File: src/rtl/spi_byte_master.sv
// Byte-wide SPI master: shifts one byte out on MOSI (MSB first) while capturing MISO,
// then returns the received byte with a one-cycle valid strobe. Chip select lives elsewhere.
module spi_byte_master #(
    parameter int unsigned CLKS_PER_HALF_BIT = 2,
    parameter int unsigned SPI_MODE          = 0
) (
    input  logic       clk,
    input  logic       rstn,
    input  logic [7:0] spitx,
    input  logic       spitxdv,
    output logic       spitxready,
    output logic [7:0] spirx,
    output logic       spirxdv,
    output logic       sclk,
    output logic       mosi,
    input  logic       miso
);

    if (CLKS_PER_HALF_BIT < 1 || CLKS_PER_HALF_BIT > 255) begin : g_bad_half_bit
        $error("CLKS_PER_HALF_BIT must be in 1..255");
    end
    if (SPI_MODE > 3) begin : g_bad_mode
        $error("SPI_MODE must be in 0..3");
    end

    localparam logic       Cpol    = SPI_MODE[1];
    localparam logic       Cpha    = SPI_MODE[0];
    localparam logic [7:0] HalfMax = 8'(CLKS_PER_HALF_BIT - 1);

    typedef enum logic [1:0] {
        StIdle,
        StShift,
        StDone
    } state_e;

    state_e     state_q;
    logic [7:0] half_q;
    logic [4:0] edge_q;
    logic [7:0] tx_q;
    logic [7:0] rx_q;

    logic       accept;
    logic       wrap;
    logic [4:0] edge_nxt;
    logic       leading;
    logic       sample;
    logic       drive;
    logic [7:0] rx_shift;

    always_comb begin
        accept   = spitxdv && spitxready;
        wrap     = (half_q == HalfMax);
        edge_nxt = edge_q + 5'd1;
        leading  = edge_nxt[0];
        // CPHA=0 samples on leading edges, CPHA=1 on trailing edges.
        sample   = leading ^ Cpha;
        // CPHA=0 has bit 7 already set up at acceptance, so edge 16 must not shift again.
        drive    = !sample && (Cpha || (edge_nxt != 5'd16));
        rx_shift = {rx_q[6:0], miso};
    end

    always_ff @(posedge clk or negedge rstn) begin
        if (!rstn) begin
            state_q    <= StIdle;
            half_q     <= 8'd0;
            edge_q     <= 5'd0;
            tx_q       <= 8'd0;
            rx_q       <= 8'd0;
            spitxready <= 1'b1;
            spirx      <= 8'd0;
            spirxdv    <= 1'b0;
            sclk       <= Cpol;
            mosi       <= 1'b0;
        end else begin
            spirxdv <= 1'b0;
            unique case (state_q)
                StIdle, StDone: begin
                    spitxready <= 1'b1;
                    state_q    <= StIdle;
                    if (accept) begin
                        state_q    <= StShift;
                        spitxready <= 1'b0;
                        half_q     <= 8'd0;
                        edge_q     <= 5'd0;
                        if (Cpha) begin
                            tx_q <= spitx;
                        end else begin
                            mosi <= spitx[7];
                            tx_q <= {spitx[6:0], 1'b0};
                        end
                    end
                end
                StShift: begin
                    half_q <= wrap ? 8'd0 : half_q + 8'd1;
                    if (wrap) begin
                        sclk   <= ~sclk;
                        edge_q <= edge_nxt;
                        if (sample) begin
                            rx_q <= rx_shift;
                        end
                        if (drive) begin
                            mosi <= tx_q[7];
                            tx_q <= {tx_q[6:0], 1'b0};
                        end
                        if (edge_nxt == 5'd16) begin
                            state_q    <= StDone;
                            spirxdv    <= 1'b1;
                            spitxready <= 1'b1;
                            spirx      <= sample ? rx_shift : rx_q;
                        end
                    end
                end
                default: state_q <= StIdle;
            endcase
        end
    end

endmodule

File: config.mk
export PLATFORM = sky130hd
export DESIGN_NAME = spi_byte_master
export DESIGN_NICKNAME = d
export VERILOG_FILES = /design/src/rtl/spi_byte_master.sv
export SDC_FILE = /design/constraint.sdc
export NUM_CORES = 1
export LEC_CHECK = 0
export BUFFER_PORTS_ARGS = -buffer_cell sky130_fd_sc_hd__buf_4
export CORE_ASPECT_RATIO = 0.8
export CORE_MARGIN = 5
export CORE_UTILIZATION = 61
export DETAILED_ROUTE_END_ITERATION = 8
export GPL_ROUTABILITY_DRIVEN = 0
export PLACE_DENSITY = 0.86
export SYNTH_ARGS = -nofsm -noshare
export SYNTH_HDL_FRONTEND = slang
export SYNTH_SLANG_ARGS = --single-unit
File: constraint.sdc
create_clock -name clk -period 4.85 [get_ports clk]
set_input_delay 0.2425 -clock clk [delete_from_list [all_inputs] [get_ports clk]]
set_output_delay 0.2425 -clock clk [all_outputs]
set_load 0.005 [all_outputs]
==> metrics.txt, run 1 <==
Post-Syn Nets 196; Routed Antenna Nets 0; initial drt markers 71; mux cell area share after synthesis 17.1%; slowest cell on the critical path nor2b_1; buffers and inverters on the worst path 0; Syn. warnings 0; crit-path cells nor2b_1, a31oi_1, a211oi_4, mux2_2; Skew-Pair Late Insertion Delay 0.30 ns; Tmin final 2.39 ns; CTS tree yes; Post-Synth Simple-Gate Area 16.6%; Max Buffers Root-to-Sink 2; final hold vios 0; LEAKAGE 1.17 nW; Site Rows 18; worst hold path class in -> reg; Fin Setup TNS 0 ns; buffers added on ports 23; first-pass GRT wire length 7.18 mm; Inst Count DP 240; Post-Syn Area 2050 sq um; Antenna diodes 0; critical-path maximum fanout 11; largest net degree at the start of global routing 43; grt ovf 0; unrepaired setup endpoints after global routing false; Final Max Tran Viols 0; DP HPWL 2.99 mm; slew of the pin with the lowest slew margin 0.786 ns; Critical Path Source Type register; DRT Wirelength 4.16 mm; async set-reset flop share out of synthesis 100%; initial core utilization 64.9%; most common cell in the netlist dfrtp_1; compound-gate portion of the synthesized area 9.85%; worst rel slew slack 47.5%; CTS-repair resized insts 0; minimum hold slack 0.189 ns; sequential area share after synthesis 51.4%; syn_area_per_cell 11.3 sq um; htree depth 2; DR vias 1457; Adder-Cell Fraction of Synth Area 1.83%; Final period util 49.3%; Netlist cell types 39; Synth Instances 181; Setup Skew 0.00726 ns; delay-heaviest family, CP compound AO/OA/AOI/OAI gates; hold-fix buffers at CTS 1; crit end category register; WP data arrival 2.57 ns; All-Layer GR Usage 20.8%; Post-synth EDFFs 0; Sink Count 42; CTS Buf Count 5; status completed; fmax 419 MHz; initial antenna violation count 0; drt drc 0; largest family of logic cells by synthesized area multiplexers; share of cells above drive strength 1 34.0%; Top FF cell, synth dfrtp_1; Die W 74.7 microns; First-pass DRT Iterations 4; Max VDD drop 0.000218 V; pwr/cell area 269 nW/um^2; setup violators final 0; fill count 215; Post-synth top cells 41 x dfrtp_1, 31 x mux2_2, 30 x nand2_1; Avg WL per Cell 16.7 microns; vias in the first global route 1576; Final nets 223; P&R area growth vs syn 15.9%; XOR/XNOR Fraction of Synth Area 1.71%; Util after Layout 75.2%; maxcap violations 0; top area cells in the synthesized netlist dfrtp_1 50%, mux2_2 17%, nand2_1 5.5%; Root Driver clkbuf_8; Reg clk slew, reported paths 0.08 ns; #FFs+latches synth 42; die area 4620 sq um; slowest stage delay, CP 0.65 ns; buffers inserted by post-CTS timing repair 0; Setup CP Type reg -> reg; vias per inst 5.85; DIE HEIGHT 61.8 microns; core area 3150 sq um; largest area contributor in the netlist dfrtp_1; critical path required time 5.03 ns; Finished Layout Cells 249; share of the synthesized area in the top cell type 50.2%; Top Ports 24
==> flip-flops by register name, summed over array words and instances (netlist names) <==
signal	flops
state_q	2
mosi	1
tx_q	7
spirxdv	1
spitxready	1
rx_q	8
half_q	8
sclk	1
edge_q	5
spirx	8
==> where the power goes <==
group          switching (mW)  internal, mW  leakage (nW)  total [mW]
clock network           0.123         0.152        0.0579       0.274
registers                   0         0.350         0.542       0.350
logic                 0.00801       0.00644         0.567      0.0144
total                   0.131         0.508          1.17       0.639
==> layout by cell type (no fill, tap or decap), drive strengths merged, types with 4 or more instances in the layout <==
cell type	n
a211oi	4
dfrtp	41
nand3	8
nand2	30
mux2	31
nor2	6
o21ai	17
clkbuf	5
nor3	4
inv	4
buf	23
a21o	4
==> path summary, 6_finish.rpt <==
check / start / end / slack [ns] / depth (start not counted)
setup reg to reg: state_q[0] / tx_q[7] / 2.46 / 4
setup / recovery: state_q[0] / tx_q[7] / 2.46 / 4
min in group asynchronous: rstn / sclk / 0.47 / 2
max in group asynchronous: rstn / spitxready / 4.01 / 2
hold reg to reg: sclk / sclk / 0.49 / 1
hold / removal: miso / rx_q[0] / 0.19 / 2
==> logic make-up after synthesis <==
family,Yosys count
flip-flops,42
buffers and inverters,8
AO/OA/AOI/OAI,31
adder cells (fa/ha/maj),3
XOR/XNOR,4
multiplexers,31
AND/OR/NAND/NOR,62
==> final cells by class <==
type / instances / area, sq um / share of cell area (%)
Sequential cell: 42 / 1050 / 44.4
Tap cell: 40 / 50.0 / 2.11
Timing Repair Buffer: 24 / 183 / 7.70
Multi-Input combinational cell: 131 / 962 / 40.6
Clock buffer: 5 / 68.8 / 2.90
Clock inverter: 3 / 40.0 / 1.69
Inverter: 4 / 15.0 / 0.633
==> per-layer routing <==
layer | GRT usage, % | vias up | part of all wire [%]
met5 | 0 | - | 0
met3 | 4.02 | 12 | 3.4
met4 | 8.12 | 0 | 1.8
met2 | 35.9 | 33 | 50
met1 | 26.2 | 718 | 45
li1 | - | 694 | -
==> stage by stage <==
step / power (mW) / worst slack, ns / area (sq um)
2_1_floorplan: 0.357 / 2.84 / 2050
3_3_place_gp: 0.371 / 2.58 / 2250
3_5_place_dp: 0.371 / 2.49 / 2250
4_1_cts: 0.641 / 2.46 / 2370
5_1_grt: 0.660 / 2.30 / 2370
6_report: 0.639 / 2.46 / 2370
Power figures use the tool's default switching activity.
==> run 2: changes to the inputs <==
CORE_UTILIZATION = 57   (was 61)
PLACE_DENSITY = 0.81   (was 0.86)
clock period = 2.35 ns   (was 4.85 ns; I/O delays follow)
==> run 2 against run 1 <==
  * Register-to-register slack worse by 2.3 ns
  * Power rose by 90%
  * Flip-flop and latch count did not move
  * Setup slack got worse by 2.3 ns
  * Core utilization decreased by 5.8 points
  * Via count increased by 1.8%
  * Global-route usage is 2.2 points lower
  * First-iteration DRC count decreased by 18%
  * Cell area is 0.95% higher
  * Sequential power grew 110%
  * Clock skew is 0.0012 ns lower
  * Wire length down 2.9%
  * Critical endpoint is now tx_q[3]
==> metrics.txt, run 2 (same netlist as run 1, synthesis figures left out) <==
Fin Setup TNS 0 ns (unchanged); area of the multi-input gates 962 sq um (unchanged); critical path required time 2.52 ns (-2.51 ns); Sw Ratio 19.8% (-0.71 points); Final Max Tran Viols 0 (unchanged); Top Ports 24 (unchanged); Avg WL per Cell 15.8 microns (-5.6%); Die W 77.0 microns (+3.0%); Util after Layout 69.4% (-5.8 points); maxcap violations 0 (unchanged); largest registers half_q: 8 flops, rx_q: 8 flops, spirx: 8 flops; Max Buffers Root-to-Sink 2 (unchanged); WP data arrival 2.32 ns (-0.25 ns); Reg clk slew, reported paths 0.07 ns (about the same); initial antenna violation count 0 (unchanged); first-pass GRT wire length 7.27 mm (+1.2%); Reg-to-Reg Start half_q[1]; switching pwr 0.240 mW (+83%); grt ovf 0 (unchanged); DP HPWL 3.00 mm (+0.46%); Skew-Pair Late Insertion Delay 0.29 ns (about the same); buffers added on ports 23 (unchanged); htree depth 2 (unchanged); critical-path maximum fanout 8 (-3); largest net degree at the start of global routing 43 (unchanged); fill count 245 (+14%); share of cells above drive strength 1 35.0% (+1.1 points); Final period util 91.2% (+42 points); total power 1.21 mW (+90%); worst hold path class in -> reg; share of total power in the clock network 38.0% (-5.0 points); fmax 467 MHz (+12%); pwr/cell area 506 nW/um^2 (+88%); Sink Count 42 (unchanged); slew of the pin with the lowest slew margin 0.557 ns (-0.228 ns); sequential share of power 59.6% (+4.8 points); die area 4890 sq um (+6.0%); DP Area 2290 sq um (+1.8%); initial core utilization 59.3% (-5.5 points); Final nets 228 (+2.2%); Site Rows 19 (+1); Tmin final 2.14 ns (-0.246 ns); DRT Wirelength 4.04 mm (-2.9%); vias in the first global route 1548 (-1.8%); unrepaired setup endpoints after global routing false; combinational power share 2.4% (about the same); Antenna diodes 0 (unchanged); Hold EP rx_q[0]; buffers inserted by post-CTS timing repair 0 (unchanged); minimum hold slack 0.0855 ns (-0.104 ns); Root Driver clkbuf_8; Setup CP Type reg -> reg; P&R area growth vs syn 17.0%; status completed; R2R setup slack 0.21 ns (-2.25 ns); vias per inst 5.79 (-1.0%); internal power 0.972 mW (+91%); most common cell after layout, fill and taps aside dfrtp_1; final hold vios 0 (unchanged); CTS tree yes; Worst R2R Path Depth 6 (+2); Setup Skew 0.00609 ns (-0.00116 ns); All-Layer GR Usage 18.6% (-2.2 points); crit end category register; worst rel slew slack 62.8% (+15 points); drt drc 0 (unchanged); CTS Buf Count 5 (unchanged); R2R Path End tx_q[3]; DIE HEIGHT 63.6 microns (+2.9%); Max VDD drop 0.000484 V (+120%); initial drt markers 58 (-18%); hold_sp miso; LEAKAGE 1.18 nW (+1.4%); setup violators final 0 (unchanged); Critical Path Source Type register; Routed Antenna Nets 0 (unchanged); most frequent cells in the layout 41 x dfrtp_1, 31 x mux2_2, 30 x nand2_1, 28 x buf_4, 17 x o21ai_0; DR vias 1483 (+1.8%); cell depth of the worst hold path 2 (unchanged); First-pass DRT Iterations 4 (unchanged); Register Area 1050 sq um (unchanged); core area 3450 sq um (+9.3%); design area 2390 sq um (+0.95%)
[run 2: routing by layer]
layer / track usage, % / up-vias / wire length [microns]
li1: - / 708 / -
met1: 23.9 / 735 / 1790
met2: 30.5 / 33 / 2020
met3: 4.56 / 7 / 161
met4: 7.08 / 0 / 56
met5: 0 / - / 0
[run 2: power by group through the flow]
stage / Clock (mW) / Combinational [mW] / Sequential [mW]
floorplan: 0 / 0.000917 / 0.737
global placement: 0 / 0.0280 / 0.736
detailed placement: 0 / 0.0290 / 0.736
CTS: 0.475 / 0.0302 / 0.722
global route: 0.510 / 0.0341 / 0.722
finish: 0.461 / 0.0293 / 0.722
[run 2: stage by stage]
step / std cells / setup WS, ns
after floorplan: 181 / 0.337
after global placement: 247 / 0.292
after detailed placement: 247 / 0.207
after CTS: 256 / 0.204
after global routing: 256 / 0.0324
final: 256 / 0.208
[run 2: final cells by class]
cell class	count	area share (%)
flip-flops and latches	42	44.0
multi-input cells	131	40.2
repair buffers	29	9.20
clock buffers	7	3.61
well taps	42	2.20
inverters	4	0.627
clock inverters	1	0.209
[run 2: worst max path at each step]
stage | start | end | slack (ns) | cells after the start
global placement | half_q[1] | tx_q[3] | 0.29 | 6
floorplan | half_q[1] | mosi | 0.34 | 6
global route | half_q[1] | tx_q[3] | 0.03 | 6
finish | half_q[1] | tx_q[3] | 0.21 | 6
detailed placement | half_q[1] | tx_q[3] | 0.21 | 6
CTS | half_q[1] | tx_q[3] | 0.20 | 6
[run 2: repair_timing]
action                                 4_1_cts  5_1_grt
endpoints found under the hold margin       41        0
hold buffers                                 1        0
resized for setup                            0        0
[run 2: worst max-delay path: stages, from the launching register on]
cell      delay, ns
dfrtp_1        0.41
inv_1          0.07
ha_1           0.14
nor4b_4        0.32
a31oi_1        0.25
a211oi_4       0.45
mux2_2         0.40
